$ cat src/rtl/conv_window_if.sv
// conv_window_if
//   Stream-side handshake and window-tag bundle of the 3x3 convolution window
//   sequencer.
//   s_valid/s_ready : input feature-map beat handshake (one 8-channel group/beat)
//   m_ready         : downstream (MAC array) can take a window beat next cycle
//   win_valid       : window beat valid, aligned with delay-line dout
//   win_cg/col/row  : channel group / bottom-right column / bottom-right row
//   win_last        : final window beat of the frame
//   Modports: master = stream source / window sink side, slave = controller.
interface conv_window_if #(
  parameter int unsigned COL_W = 10,
  parameter int unsigned ROW_W = 10,
  parameter int unsigned CG_W  = 8
);
  logic             s_valid;
  logic             s_ready;
  logic             m_ready;
  logic             win_valid;
  logic [CG_W-1:0]  win_cg;
  logic [COL_W-1:0] win_col;
  logic [ROW_W-1:0] win_row;
  logic             win_last;

  modport master (
    output s_valid, m_ready,
    input  s_ready, win_valid, win_cg, win_col, win_row, win_last
  );

  modport slave (
    input  s_valid, m_ready,
    output s_ready, win_valid, win_cg, win_col, win_row, win_last
  );
endinterface

$ cat src/rtl/conv_window_ctrl.sv
// conv_window_ctrl
//   Sequencer for the 3x3 convolution window front end. Walks the input
//   feature-map stream in channel-group, column, row order, drives the
//   enable/depth/clear of the pixel- and row-delay lines, and tags each
//   accepted beat with its window coordinates (one cycle later, matching the
//   delay lines' registered dout).
// Ports:
//   clk, rst        : clock, synchronous active-high reset
//   cfg_start       : start pulse, cfg_* sampled in the same cycle
//   cfg_cin_groups  : Cin/8, legal 1..128
//   cfg_width       : image width, legal >= 3
//   cfg_height      : image height, legal >= 3
//   abort           : cancel the frame in progress (CLEAR or RUN)
//   bus             : stream handshake and window tags (slave side)
//   lb_clr          : clear pulse to the delay lines
//   lb_en           : shift enable to all delay lines
//   lb_px_depth     : pixel-delay depth (= cin_groups)
//   lb_row_depth    : row-delay depth (= width * cin_groups)
//   busy            : controller not idle
//   done            : one-cycle end-of-frame pulse
//   cfg_err         : sticky illegal-config flag, cleared by a legal start
module conv_window_ctrl #(
  parameter int unsigned COL_W = 10,
  parameter int unsigned ROW_W = 10,
  parameter int unsigned CG_W  = 8
) (
  input  logic                   clk,
  input  logic                   rst,
  input  logic                   cfg_start,
  input  logic [CG_W-1:0]        cfg_cin_groups,
  input  logic [COL_W-1:0]       cfg_width,
  input  logic [ROW_W-1:0]       cfg_height,
  input  logic                   abort,
  conv_window_if.slave           bus,
  output logic                   lb_clr,
  output logic                   lb_en,
  output logic [CG_W-1:0]        lb_px_depth,
  output logic [COL_W+CG_W-1:0]  lb_row_depth,
  output logic                   busy,
  output logic                   done,
  output logic                   cfg_err
);

  localparam int unsigned CG_MAX = 128;

  typedef enum logic [1:0] {IDLE, CLEAR, RUN, FINISH} state_e;

  state_e                  state_q;
  logic [CG_W-1:0]         cin_q;
  logic [COL_W-1:0]        width_q;
  logic [ROW_W-1:0]        height_q;
  logic [CG_W-1:0]         cg_q;
  logic [COL_W-1:0]        col_q;
  logic [ROW_W-1:0]        row_q;
  logic [CG_W-1:0]         px_depth_q;
  logic [COL_W+CG_W-1:0]   row_depth_q;
  logic                    lb_clr_q;
  logic                    done_q;
  logic                    cfg_err_q;
  logic                    win_valid_q;
  logic                    win_last_q;
  logic [CG_W-1:0]         win_cg_q;
  logic [COL_W-1:0]        win_col_q;
  logic [ROW_W-1:0]        win_row_q;

  logic cfg_legal;
  logic accept;
  logic cg_wrap;
  logic col_wrap;
  logic row_last;
  logic frame_last;
  logic in_window;

  assign cfg_legal  = (cfg_cin_groups != '0) && (32'(cfg_cin_groups) <= CG_MAX) &&
                      (cfg_width >= COL_W'(3)) && (cfg_height >= ROW_W'(3));
  assign accept     = (state_q == RUN) && bus.s_valid && bus.m_ready;
  assign cg_wrap    = (cg_q  == cin_q    - CG_W'(1));
  assign col_wrap   = (col_q == width_q  - COL_W'(1));
  assign row_last   = (row_q == height_q - ROW_W'(1));
  assign frame_last = cg_wrap && col_wrap && row_last;
  assign in_window  = (row_q >= ROW_W'(2)) && (col_q >= COL_W'(2));

  always_ff @(posedge clk) begin
    if (rst) begin
      state_q     <= IDLE;
      cin_q       <= '0;
      width_q     <= '0;
      height_q    <= '0;
      cg_q        <= '0;
      col_q       <= '0;
      row_q       <= '0;
      px_depth_q  <= '0;
      row_depth_q <= '0;
      lb_clr_q    <= 1'b0;
      done_q      <= 1'b0;
      cfg_err_q   <= 1'b0;
      win_valid_q <= 1'b0;
      win_last_q  <= 1'b0;
      win_cg_q    <= '0;
      win_col_q   <= '0;
      win_row_q   <= '0;
    end else begin
      // Pulse outputs default low; tags hold their last values.
      lb_clr_q    <= 1'b0;
      done_q      <= 1'b0;
      win_valid_q <= 1'b0;
      win_last_q  <= 1'b0;
      unique case (state_q)
        IDLE: begin
          if (cfg_start) begin
            if (cfg_legal) begin
              cin_q       <= cfg_cin_groups;
              width_q     <= cfg_width;
              height_q    <= cfg_height;
              px_depth_q  <= cfg_cin_groups;
              row_depth_q <= (COL_W+CG_W)'(cfg_width) * (COL_W+CG_W)'(cfg_cin_groups);
              cfg_err_q   <= 1'b0;
              lb_clr_q    <= 1'b1;
              state_q     <= CLEAR;
            end else begin
              cfg_err_q   <= 1'b1;
              state_q     <= FINISH;
            end
          end
        end
        CLEAR: begin
          cg_q  <= '0;
          col_q <= '0;
          row_q <= '0;
          if (abort) begin
            lb_clr_q <= 1'b1;
            state_q  <= IDLE;
          end else begin
            state_q  <= RUN;
          end
        end
        RUN: begin
          // Abort wins over a beat accepted in the same cycle: the beat is
          // dropped and the delay lines are cleared instead.
          if (abort) begin
            lb_clr_q <= 1'b1;
            state_q  <= IDLE;
          end else if (accept) begin
            win_valid_q <= in_window;
            win_last_q  <= frame_last;
            win_cg_q    <= cg_q;
            win_col_q   <= col_q;
            win_row_q   <= row_q;
            if (cg_wrap) begin
              cg_q <= '0;
              if (col_wrap) begin
                col_q <= '0;
                row_q <= row_q + ROW_W'(1);
              end else begin
                col_q <= col_q + COL_W'(1);
              end
            end else begin
              cg_q <= cg_q + CG_W'(1);
            end
            if (frame_last) begin
              state_q <= FINISH;
            end
          end
        end
        FINISH: begin
          done_q  <= 1'b1;
          state_q <= IDLE;
        end
        default: state_q <= IDLE;
      endcase
    end
  end

  assign bus.s_ready   = (state_q == RUN) && bus.m_ready;
  assign lb_en         = bus.s_valid && bus.s_ready;
  assign bus.win_valid = win_valid_q;
  assign bus.win_last  = win_last_q;
  assign bus.win_cg    = win_cg_q;
  assign bus.win_col   = win_col_q;
  assign bus.win_row   = win_row_q;
  assign lb_clr        = lb_clr_q;
  assign lb_px_depth   = px_depth_q;
  assign lb_row_depth  = row_depth_q;
  assign busy          = (state_q != IDLE);
  assign done          = done_q;
  assign cfg_err       = cfg_err_q;

endmodule

$ cat src/flat_wrapper.sv
// flat-port wrapper written by rule: the top's interface ports become plain ports
module conv_window_ctrl_flat 
#(
  parameter int unsigned COL_W = 10,
  parameter int unsigned ROW_W = 10,
  parameter int unsigned CG_W  = 8
)
  (clk, rst, cfg_start, cfg_cin_groups, cfg_width, cfg_height, abort, lb_clr, lb_en, lb_px_depth, lb_row_depth, busy, done, cfg_err, bus_s_valid, bus_m_ready, bus_s_ready, bus_win_valid, bus_win_cg, bus_win_col, bus_win_row, bus_win_last);
  conv_window_if #(.COL_W(COL_W), .ROW_W(ROW_W), .CG_W(CG_W)) bus_i ();
  input  logic clk;
  input  logic rst;
  input  logic cfg_start;
  input  logic [CG_W-1:0] cfg_cin_groups;
  input  logic [COL_W-1:0] cfg_width;
  input  logic [ROW_W-1:0] cfg_height;
  input  logic abort;
  output logic lb_clr;
  output logic lb_en;
  output logic [CG_W-1:0] lb_px_depth;
  output logic [COL_W+CG_W-1:0] lb_row_depth;
  output logic busy;
  output logic done;
  output logic cfg_err;
  input wire logic [$bits(bus_i.s_valid)-1:0] bus_s_valid;
  input wire logic [$bits(bus_i.m_ready)-1:0] bus_m_ready;
  output wire logic [$bits(bus_i.s_ready)-1:0] bus_s_ready;
  output wire logic [$bits(bus_i.win_valid)-1:0] bus_win_valid;
  output wire logic [$bits(bus_i.win_cg)-1:0] bus_win_cg;
  output wire logic [$bits(bus_i.win_col)-1:0] bus_win_col;
  output wire logic [$bits(bus_i.win_row)-1:0] bus_win_row;
  output wire logic [$bits(bus_i.win_last)-1:0] bus_win_last;
  assign bus_i.s_valid = bus_s_valid;
  assign bus_i.m_ready = bus_m_ready;
  assign bus_s_ready = bus_i.s_ready;
  assign bus_win_valid = bus_i.win_valid;
  assign bus_win_cg = bus_i.win_cg;
  assign bus_win_col = bus_i.win_col;
  assign bus_win_row = bus_i.win_row;
  assign bus_win_last = bus_i.win_last;
  conv_window_ctrl #(.COL_W(COL_W), .ROW_W(ROW_W), .CG_W(CG_W)) u_core (.clk(clk), .rst(rst), .cfg_start(cfg_start), .cfg_cin_groups(cfg_cin_groups), .cfg_width(cfg_width), .cfg_height(cfg_height), .abort(abort), .bus(bus_i), .lb_clr(lb_clr), .lb_en(lb_en), .lb_px_depth(lb_px_depth), .lb_row_depth(lb_row_depth), .busy(busy), .done(done), .cfg_err(cfg_err));
endmodule
$ cat config.mk
export PLATFORM = sky130hd
export DESIGN_NAME = conv_window_ctrl_flat
export DESIGN_NICKNAME = d
export VERILOG_FILES = /design/src/rtl/conv_window_if.sv /design/src/rtl/conv_window_ctrl.sv /design/src/flat_wrapper.sv
export SDC_FILE = /design/constraint.sdc
export NUM_CORES = 1
export LEC_CHECK = 0
export BUFFER_PORTS_ARGS = -buffer_cell sky130_fd_sc_hd__buf_2
export CORE_MARGIN = 3
export CORE_UTILIZATION = 30
export CTS_BUF_LIST = sky130_fd_sc_hd__clkbuf_8 sky130_fd_sc_hd__clkbuf_16
export DETAILED_ROUTE_END_ITERATION = 10
export SLEW_MARGIN = 5
export SYNTH_ARGS = -nofsm -noshare
export SYNTH_HDL_FRONTEND = slang
export SYNTH_SLANG_ARGS = --single-unit
$ cat constraint.sdc
create_clock -name clk -period 18.05 [get_ports clk]
set_input_delay 5.415 -clock clk [delete_from_list [all_inputs] [get_ports clk]]
set_output_delay 5.415 -clock clk [all_outputs]
set_load 0.1 [all_outputs]
== Word level (Yosys, flattened, before mapping) ==
Cells that the tools add are included.
Storage, ports and cells
  register bits after elaboration: 109
  word-level logic and storage cells: 94
  output and inout bits: 62
  input port bits: 34
Cells by class
  $lt $le $gt $ge: 5
  equality and inequality tests: 13
  multiply operators: 1
  mux-type cells: 27
  reductions and logical operators: 23
  bitwise logic cells: 3
  $add $sub $neg: 6
Operators by type and width (count)
  $mux W10: 8
  $ge A10 B2 Y1 const B: 4
  $pmux W10 S2: 2
  $mux W8: 3
  $add A10 B1 Y10 const B: 2
  $eq A10 B10 Y1: 2
  $sub A10 B1 Y10 const B: 2
  $mul A10 B8 Y18: 1
  $pmux W8 S2: 1
  $mux W2: 6
  $reduce_and A3 Y1: 4
  $logic_and A1 B1 Y1: 10
  $add A8 B1 Y8 const B: 1
  $eq A8 B8 Y1: 1
  $le A8 B8 Y1 const B: 1
  $pmux W2 S4: 1
  $reduce_bool A8 Y1: 1
  $sub A8 B1 Y8 const B: 1
  $ne A2 B1 Y1 const B: 3
  $ne A3 B2 Y1 const B: 2
  $mux W1: 5
  $reduce_and A5 Y1: 1
  $eq A2 B2 Y1 const B: 2
  $ne A2 B2 Y1 const B: 2
  9 further kinds: 12

== Logic depth before layout (Yosys ltp) ==
Gate-level depths: netlist (run 1).
  word-level depth: 8
  depth in mapped cells: 18

== Worst setup path before layout (run 1) ==
Ideal clock, no wire load.
  path kind: input to output
  from: input port bus_m_ready
  to: output port lb_en
  required time: 12635 ps
  buffers on the path: 0
  cell stages on the path: 3
  path slack: 5636 ps
  data arrival time: 6999 ps
  path through: and2_1 nand2_1 inv_1
Between the ends
  word-level cells in the longest chain between the ends: 2
Ends and longest elaborated chain
  from (decl): line flat_wrapper.sv:25  | input wire logic [$bits(bus_i.m_ready)-1:0] bus_m_ready;
  $logic_and A1 B1 Y1: line conv_window_ctrl.sv:174  | assign bus.s_ready = (state_q == RUN) && bus.m_ready;
  $logic_and A1 B1 Y1: line conv_window_ctrl.sv:175  | assign lb_en = bus.s_valid && bus.s_ready;
  to (decl): line flat_wrapper.sv:18  | output logic lb_en;
Every way passes these cells.

== Final worst setup path (run 1) ==
Same ends and word-level chain as after synthesis.

==> out/metrics.csv, run 1 <==
metric,value,unit
yosys-top-cells-area,"dfxtp_1 27%, fa_1 12%, nand2_1 8.6%",
first_iter_violations,333,
num_vias,6764,
vias_per_cell,4.92,
h-tree-depth,3,
insertion_delay,0.36,ns
grt_pass1_wl,34200,µm
synthFlopType,dfxtp_1,
relSlewSlack,0.277,
post-place-ws,6.40,ns
grt_pass1_vias,6795,
cts_resized,0,
wl_per_cell,14.7,µm
worst-path-buf-inv,3,
ctsHoldBuffers,0,
fp.dieH,169,µm
start_util,0.306,
root_buffer,clkbuf_16,
max_freq,85.9,MHz
wl_met3,982,µm
port_buffers,95,
final_layout_size_suffix_gt1_frac,0.128,
yosysSeqAreaShare,0.273,
fin_tns_setup,0,ns
cts_num_sinks,109,
dr_wl_met2,9470,µm
yosysTopAreaCell,dfxtp_1,
boundaryPins,96,
diodes,0,
die-area,28600,µm²
hold_path.class,reg -> reg,
peakVddDrop,0.0000516,V
fin_worst_skew,0.00964,ns
hold_violations,0,
yosys_warnings,0,
crit_chain,"buf_2, and2_1, nand2_1, inv_1, buf_2",
synth_edf_count,0,
path_class,in -> out,
netlist_area,7990,µm²
grt_max_degree,72,
drcViolationCount,0,
worst_pin_slew,1.08,ns
overflow,0,
yosys.area.top_type_share,0.273,
first_pass_iters,4,
crit_family,buffers and inverters,
reg2reg_depth,10,
track_usage,0.144,
ant_nets,0,
tritoncts.num_buffers,9,
end_kind,output pin,
min_path_cells,2,
num-nets-final,1170,
cp_slowest_cell,buf_2,
power.density,111,nW/µm²
crit_cells,5,
drv_cap,0,
final_max_slew_viol_count,0,
synth_xor_area_frac,0.0647,
synth_cell_type_count,62,
cts_tree,yes,
crit_path_frequent_cell,buf_2,
status,"complete, no violations",
synth_top_family_by_area,simple AND/OR/NAND/NOR gates,
fin_util,0.344,
clkTransAtPathRegs,0.09,ns
gp_congestion,0.819,
top_layer,met4,
p_leak,3.75,nW
yosys.area_share.simple,0.257,
cpPeakStageDelay,0.42,ns
hpwl,15100,µm
syn-num-nets,1122,
ys_seq_elements,109,
postCtsSetupRepairBufs,0,
synthCells,989,
clockBufferDepth,2,
period_needed,11.64,ns
antenna_found_initial,0,
fin_crit_sh,0.645,
synth_area_per_cell,8.07,µm²
cp_max_fo,3,
setup-violations-final,0,
cp.required,12.63,ns
setup_slack,6.41,ns
core,26100,µm²
worstPathArrival,6.22,ns
rrSetupSlack,14.80,ns
rsz0062_at_grt,no,
fillerInstances,2803,
fp.dieW,169,µm
drt-total-wl,20300,µm
start_kind,primary input,
wl_met1,9590,µm
synth_compound_area_frac,0.126,
synth.area.mux_share,0.00877,
area_growth,12.4,%
async_flop_share,0,
yosys.area_share.adder,0.200,
rows,59,
-- path summary, 6_finish.rpt --
kind / start / end
setup / recovery: bus_m_ready / lb_en
hold / removal: u_core.lb_row_depth[0]$_SDFFE_PP0P_ / u_core.lb_row_depth[0]$_SDFFE_PP0P_
setup reg to reg: u_core.state_q[0]$_SDFFE_PP0P_ / u_core.col_q[1]$_SDFFE_PP0P_
hold reg to reg: u_core.lb_row_depth[0]$_SDFFE_PP0P_ / u_core.lb_row_depth[0]$_SDFFE_PP0P_
-- cell type report --
class	instances	area (µm²)	share of cell area
multi-input combinational	735	5250	0.585
inverter	84	315	0.0351
clock buffer	9	225	0.0251
sequential	109	2180	0.243
clock inverter	6	82.6	0.00920
tap	335	419	0.0467
timing repair buffer	98	500	0.0557
-- registers in the layout, indices dropped and copies added, names as in the netlist, 8 cells and up --
name / cells
u_core.bus.win_row: 10
u_core.cg_q: 8
u_core.width_q: 10
u_core.lb_row_depth: 18
u_core.row_q: 10
u_core.col_q: 10
u_core.lb_px_depth: 8
u_core.height_q: 10
u_core.bus.win_cg: 8
u_core.bus.win_col: 10
-- placed cells by master (no fill, tap or decap), types with 6 or more instances in the layout --
master / count
o21ai_0: 9
a21oi_1: 89
fa_1: 48
a31oi_1: 6
dfxtp_1: 109
mux2i_1: 7
nand4_1: 11
or3_1: 11
xnor2_1: 38
a211oi_1: 10
xor2_1: 21
nand2b_1: 7
buf_2: 94
clkbuf_16: 9
nor3_1: 22
nor4_1: 12
and2_1: 71
and3_1: 7
nand2_1: 183
ha_1: 51
nor2_1: 35
nand3_1: 20
inv_1: 84
-- synthesized netlist by cell type, types with 3 or more instances --
library cell / number
a211oi_1: 10
or2_2: 3
xnor2_1: 38
a31oi_1: 6
inv_1: 84
o31ai_1: 4
nor3_1: 22
nand3_1: 20
mux2i_1: 7
nand4_1: 11
a211oi_2: 3
a21oi_1: 89
xor2_1: 21
ha_1: 51
nand2_1: 183
o211ai_1: 4
or4_1: 4
a31o_2: 3
fa_1: 48
o21ai_0: 9
nor2b_1: 4
or3_1: 11
o2111ai_1: 4
o41ai_1: 4
nand2b_1: 7
dfxtp_1: 109
nor4_1: 12
and2_1: 71
a21o_1: 3
nor2_1: 37
a221oi_1: 3
and4_1: 3
clkbuf_1: 58
and3_1: 7
-- through the flow --
stage	cell area, µm²	hold slack [ns]	instances	power, mW
detailed placement	8670	0.442	1361	0.789
global route	8980	0.471	1376	1.07
floorplan	7990	0.450	989	0.690
global placement	8670	0.437	1361	0.785
finish	8980	0.451	1376	0.995
CTS	8980	0.454	1376	1.01
-- cell families (layout without fill, tap and decap cells) --
| group | count (synthesis) | in the layout |
|---|---|---|
| xor gates and xnor gates | 59 | 59 |
| and+or+nand+nor | 412 | 412 |
| buffers and inverters | 145 | 197 |
| AOI/OAI and AO/OA | 158 | 158 |
| muxes | 7 | 7 |
| DFF | 109 | 109 |
| adders and majority gates | 99 | 99 |
-- report_power, final --
part	switching, mW	leakage, nW	internal, mW
Sequential	0.0234	0.883	0.261
Combinational	0.332	2.72	0.166
Clock	0.102	0.147	0.110
Total	0.458	3.75	0.537
-- metal layers --
layer | vias up | track usage
li1 | 3389 | -
met1 | 3255 | 0.190
met2 | 100 | 0.239
met3 | 20 | 0.0300
met4 | 0 | 0.0398
met5 | - | 0
-- worst min-delay path: cells and delay by family (launching register included) --
family	cells	cell delay [ns]
compound gates	1	0.05
flops	1	0.31
simple gates	1	0.05
No activity file was read; power rests on OpenSTA's default activity.
==> inputs of run 2 (changes only) <==
--- a/config.mk
+++ b/config.mk
@@ -5,6 +5,7 @@
 export SDC_FILE = /design/constraint.sdc
 export NUM_CORES = 1
 export LEC_CHECK = 0
+export ABC_AREA = 1
 export BUFFER_PORTS_ARGS = -buffer_cell sky130_fd_sc_hd__buf_2
 export CORE_MARGIN = 3
 export CORE_UTILIZATION = 30
==> constraint.sdc (replaced) <==
create_clock -name clk -period 10.5 [get_ports clk]
set_input_delay 3.15 -clock clk [delete_from_list [all_inputs] [get_ports clk]]
set_output_delay 3.15 -clock clk [all_outputs]
set_load 0.1 [all_outputs]
==> run 2 against run 1 <==
  * First-iteration DRC count up 14%
  * Synthesized area up 1.7%
  * Combinational power up 90%
  * Power up 81%
  * Die area up 1.7%
==> out/metrics.csv, run 2 <==
metric,value,unit,change
ys_seq_elements,109,,unchanged
pwr-share-clk,0.205,,-0.009
overflow,0,,unchanged
final_max_slew_viol_count,0,,unchanged
p_int,0.905,mW,+69%
status,"complete, no violations",,
cp.required,7.35,ns,-5.28 ns
clockBufferDepth,2,,unchanged
synth_xor_area_frac,0.0453,,-0.0194
first_iter_violations,378,,+14%
dpl_cell_area,8840,µm²,+1.9%
async_flop_share,0,,unchanged
yosys.area.top_type_share,0.269,,-0.00463
end_kind,output pin,,
rows,59,,unchanged
drv_cap,0,,unchanged
yosys-top-cells-area,"dfxtp_1 27%, nand2_1 12%, fa_1 12%",,
yosys.area_share.simple,0.260,,+0.00273
power.density,197,nW/µm²,+77%
synth_compound_area_frac,0.104,,-0.0225
final_layout_size_suffix_gt1_frac,0.117,,-0.0107
worstPathArrival,4.01,ns,-2.21 ns
gp_congestion,0.865,,+5.7%
tritoncts.num_buffers,9,,unchanged
die-area,29100,µm²,+1.7%
fin_cells,1565,,+14%
num_vias,7403,,+9.4%
yosys_warnings,0,,unchanged
start_kind,primary input,,
first_pass_iters,5,,+1
netSwitchingFraction,0.497,,+0.0364
synth_common_cells,"270 x nand2_1, 211 x inv_1, 109 x dfxtp_1",,
synth_cell_type_count,40,,-35%
cts_resized,0,,unchanged
insertion_delay,0.37,ns,about the same
grt_pass1_vias,7350,,+8.2%
track_usage,0.161,,+0.0171
area_growth,12.8,%,
power_frac_comb,0.525,,+0.024
yosysTopAreaCell,dfxtp_1,,
fin_worst_skew,0.0116,ns,+0.00198 ns
hpwl,17400,µm,+15%
layout_common_cells,"270 x nand2_1, 210 x inv_1, 109 x dfxtp_1, 95 x buf_2, 82 x nor2_1",,
period_needed,7.16,ns,
fillerInstances,2837,,+1.2%
synthCells,1161,,+17%
core,26400,µm²,+0.85%
fp.dieH,171,µm,+0.83%
cts_num_sinks,109,,unchanged
netlist_area,8120,µm²,+1.7%
vias_per_cell,4.73,,-3.8%
multi_input_area,4920,µm²,-6.4%
fin_tns_setup,0,ns,unchanged
yosysMostFrequentCell,nand2_1,,
drcViolationCount,0,,unchanged
hold_violations,0,,unchanged
synth.area.mux_share,0,,-0.00877
synth_area_per_cell,7.00,µm²,-13%
synth_edf_count,0,,unchanged
root_buffer,clkbuf_16,,
grt_pass1_wl,37800,µm,+11%
relSlewSlack,0.342,,+0.0646
start_util,0.308,,+0.00265
rsz0062_at_grt,no,,
fin_area,9160,µm²,+2.0%
seqCellArea,2180,µm²,unchanged
power_switching,0.895,mW,+95%
syn-num-nets,1294,,+15%
wl_per_cell,14.3,µm,-2.9%
peakVddDrop,0.000158,V,+210%
fin_crit_sh,0.682,,
worst_pin_slew,0.985,ns,-0.0967 ns
num-nets-final,1358,,+16%
max_freq,140,MHz,
final_common_cell,nand2_1,,
diodes,0,,unchanged
synthFlopType,dfxtp_1,,
setup-violations-final,0,,unchanged
grt_max_degree,60,,-17%
largest_reg_flops,18,,unchanged
seqPwrFrac,0.270,,-0.016
yosys.area_share.adder,0.197,,-0.00339
drt-total-wl,22400,µm,+10%
h-tree-depth,3,,unchanged
p_leak,4.80,nW,+28%
boundaryPins,96,,unchanged
postCtsSetupRepairBufs,0,,unchanged
port_buffers,95,,unchanged
total_power,1.80,mW,+81%
ant_nets,0,,unchanged
cp_max_fo,2,,-1
hold_path.class,reg -> reg,,
fp.dieW,171,µm,+0.83%
antenna_found_initial,1,,+1
ctsHoldBuffers,0,,unchanged
dp_cells,1549,,+14%
path_class,in -> out,,
clkTransAtPathRegs,0.09,ns,about the same
yosysSeqAreaShare,0.269,,-0.00463
cts_tree,yes,,
synth_top_family_by_area,simple AND/OR/NAND/NOR gates,,
run 2: area by class of cell:
class / instances / share of cell area
Tap cell: 335 / 0.0458
Clock inverter: 7 / 0.0105
Inverter: 220 / 0.0904
Sequential cell: 109 / 0.238
Multi-Input combinational cell: 788 / 0.537
Clock buffer: 9 / 0.0246
Timing Repair Buffer: 97 / 0.0536
run 2: power by group through the flow:
stage	Combinational (mW)	Clock [mW]	Sequential (mW)
floorplan	0.596	0	0.658
global placement	0.935	0	0.496
detailed placement	0.939	0	0.496
CTS	0.947	0.383	0.486
global route	1.07	0.394	0.493
finish	0.945	0.369	0.486
run 2: final timing paths:
kind | slack (ns) | startpoint | end | cells past startpoint
max | 3.34 | bus_m_ready | lb_en | 6
min | 0.47 | u_core.lb_row_depth[2]$_SDFFE_PP0P_ | u_core.lb_row_depth[2]$_SDFFE_PP0P_ | 2
max reg2reg | 7.60 | u_core.state_q[0]$_SDFFE_PP0P_ | u_core.col_q[7]$_SDFFE_PP0P_ | 16
min reg2reg | 0.47 | u_core.lb_row_depth[2]$_SDFFE_PP0P_ | u_core.lb_row_depth[2]$_SDFFE_PP0P_ | 2
run 2: stage by stage:
step | util | worst slack (ns) | hold slack (ns)
after floorplan | - | 2.66 | 0.454
after global placement | 0.335 | 3.19 | 0.461
after detailed placement | 0.335 | 3.17 | 0.460
after CTS | 0.348 | 3.35 | 0.475
after global routing | 0.348 | 3.21 | 0.496
final | 0.348 | 3.34 | 0.473
run 2: worst max-delay path, stage by stage:
cell     delay (ns)
buf_2          0.08
nand2_1        0.04
inv_1          0.09
nand2_1        0.09
inv_1          0.12
buf_2          0.44
run 2: routing by layer:
layer	global-route usage	part of all wire	vias up
li1	-	-	3741
met4	0.0441	0.018	2
met5	0	0.00031	-
met1	0.218	0.48	3465
met3	0.0296	0.046	34
met2	0.263	0.45	161
run 2: logic make-up after synthesis:
| logic type | count (synthesis) |
|---|---|
| buf+inv | 264 |
| flops | 109 |
| simple gates | 488 |
| fa+ha+maj | 99 |
| xor+xnor | 42 |
| compound gates | 159 |
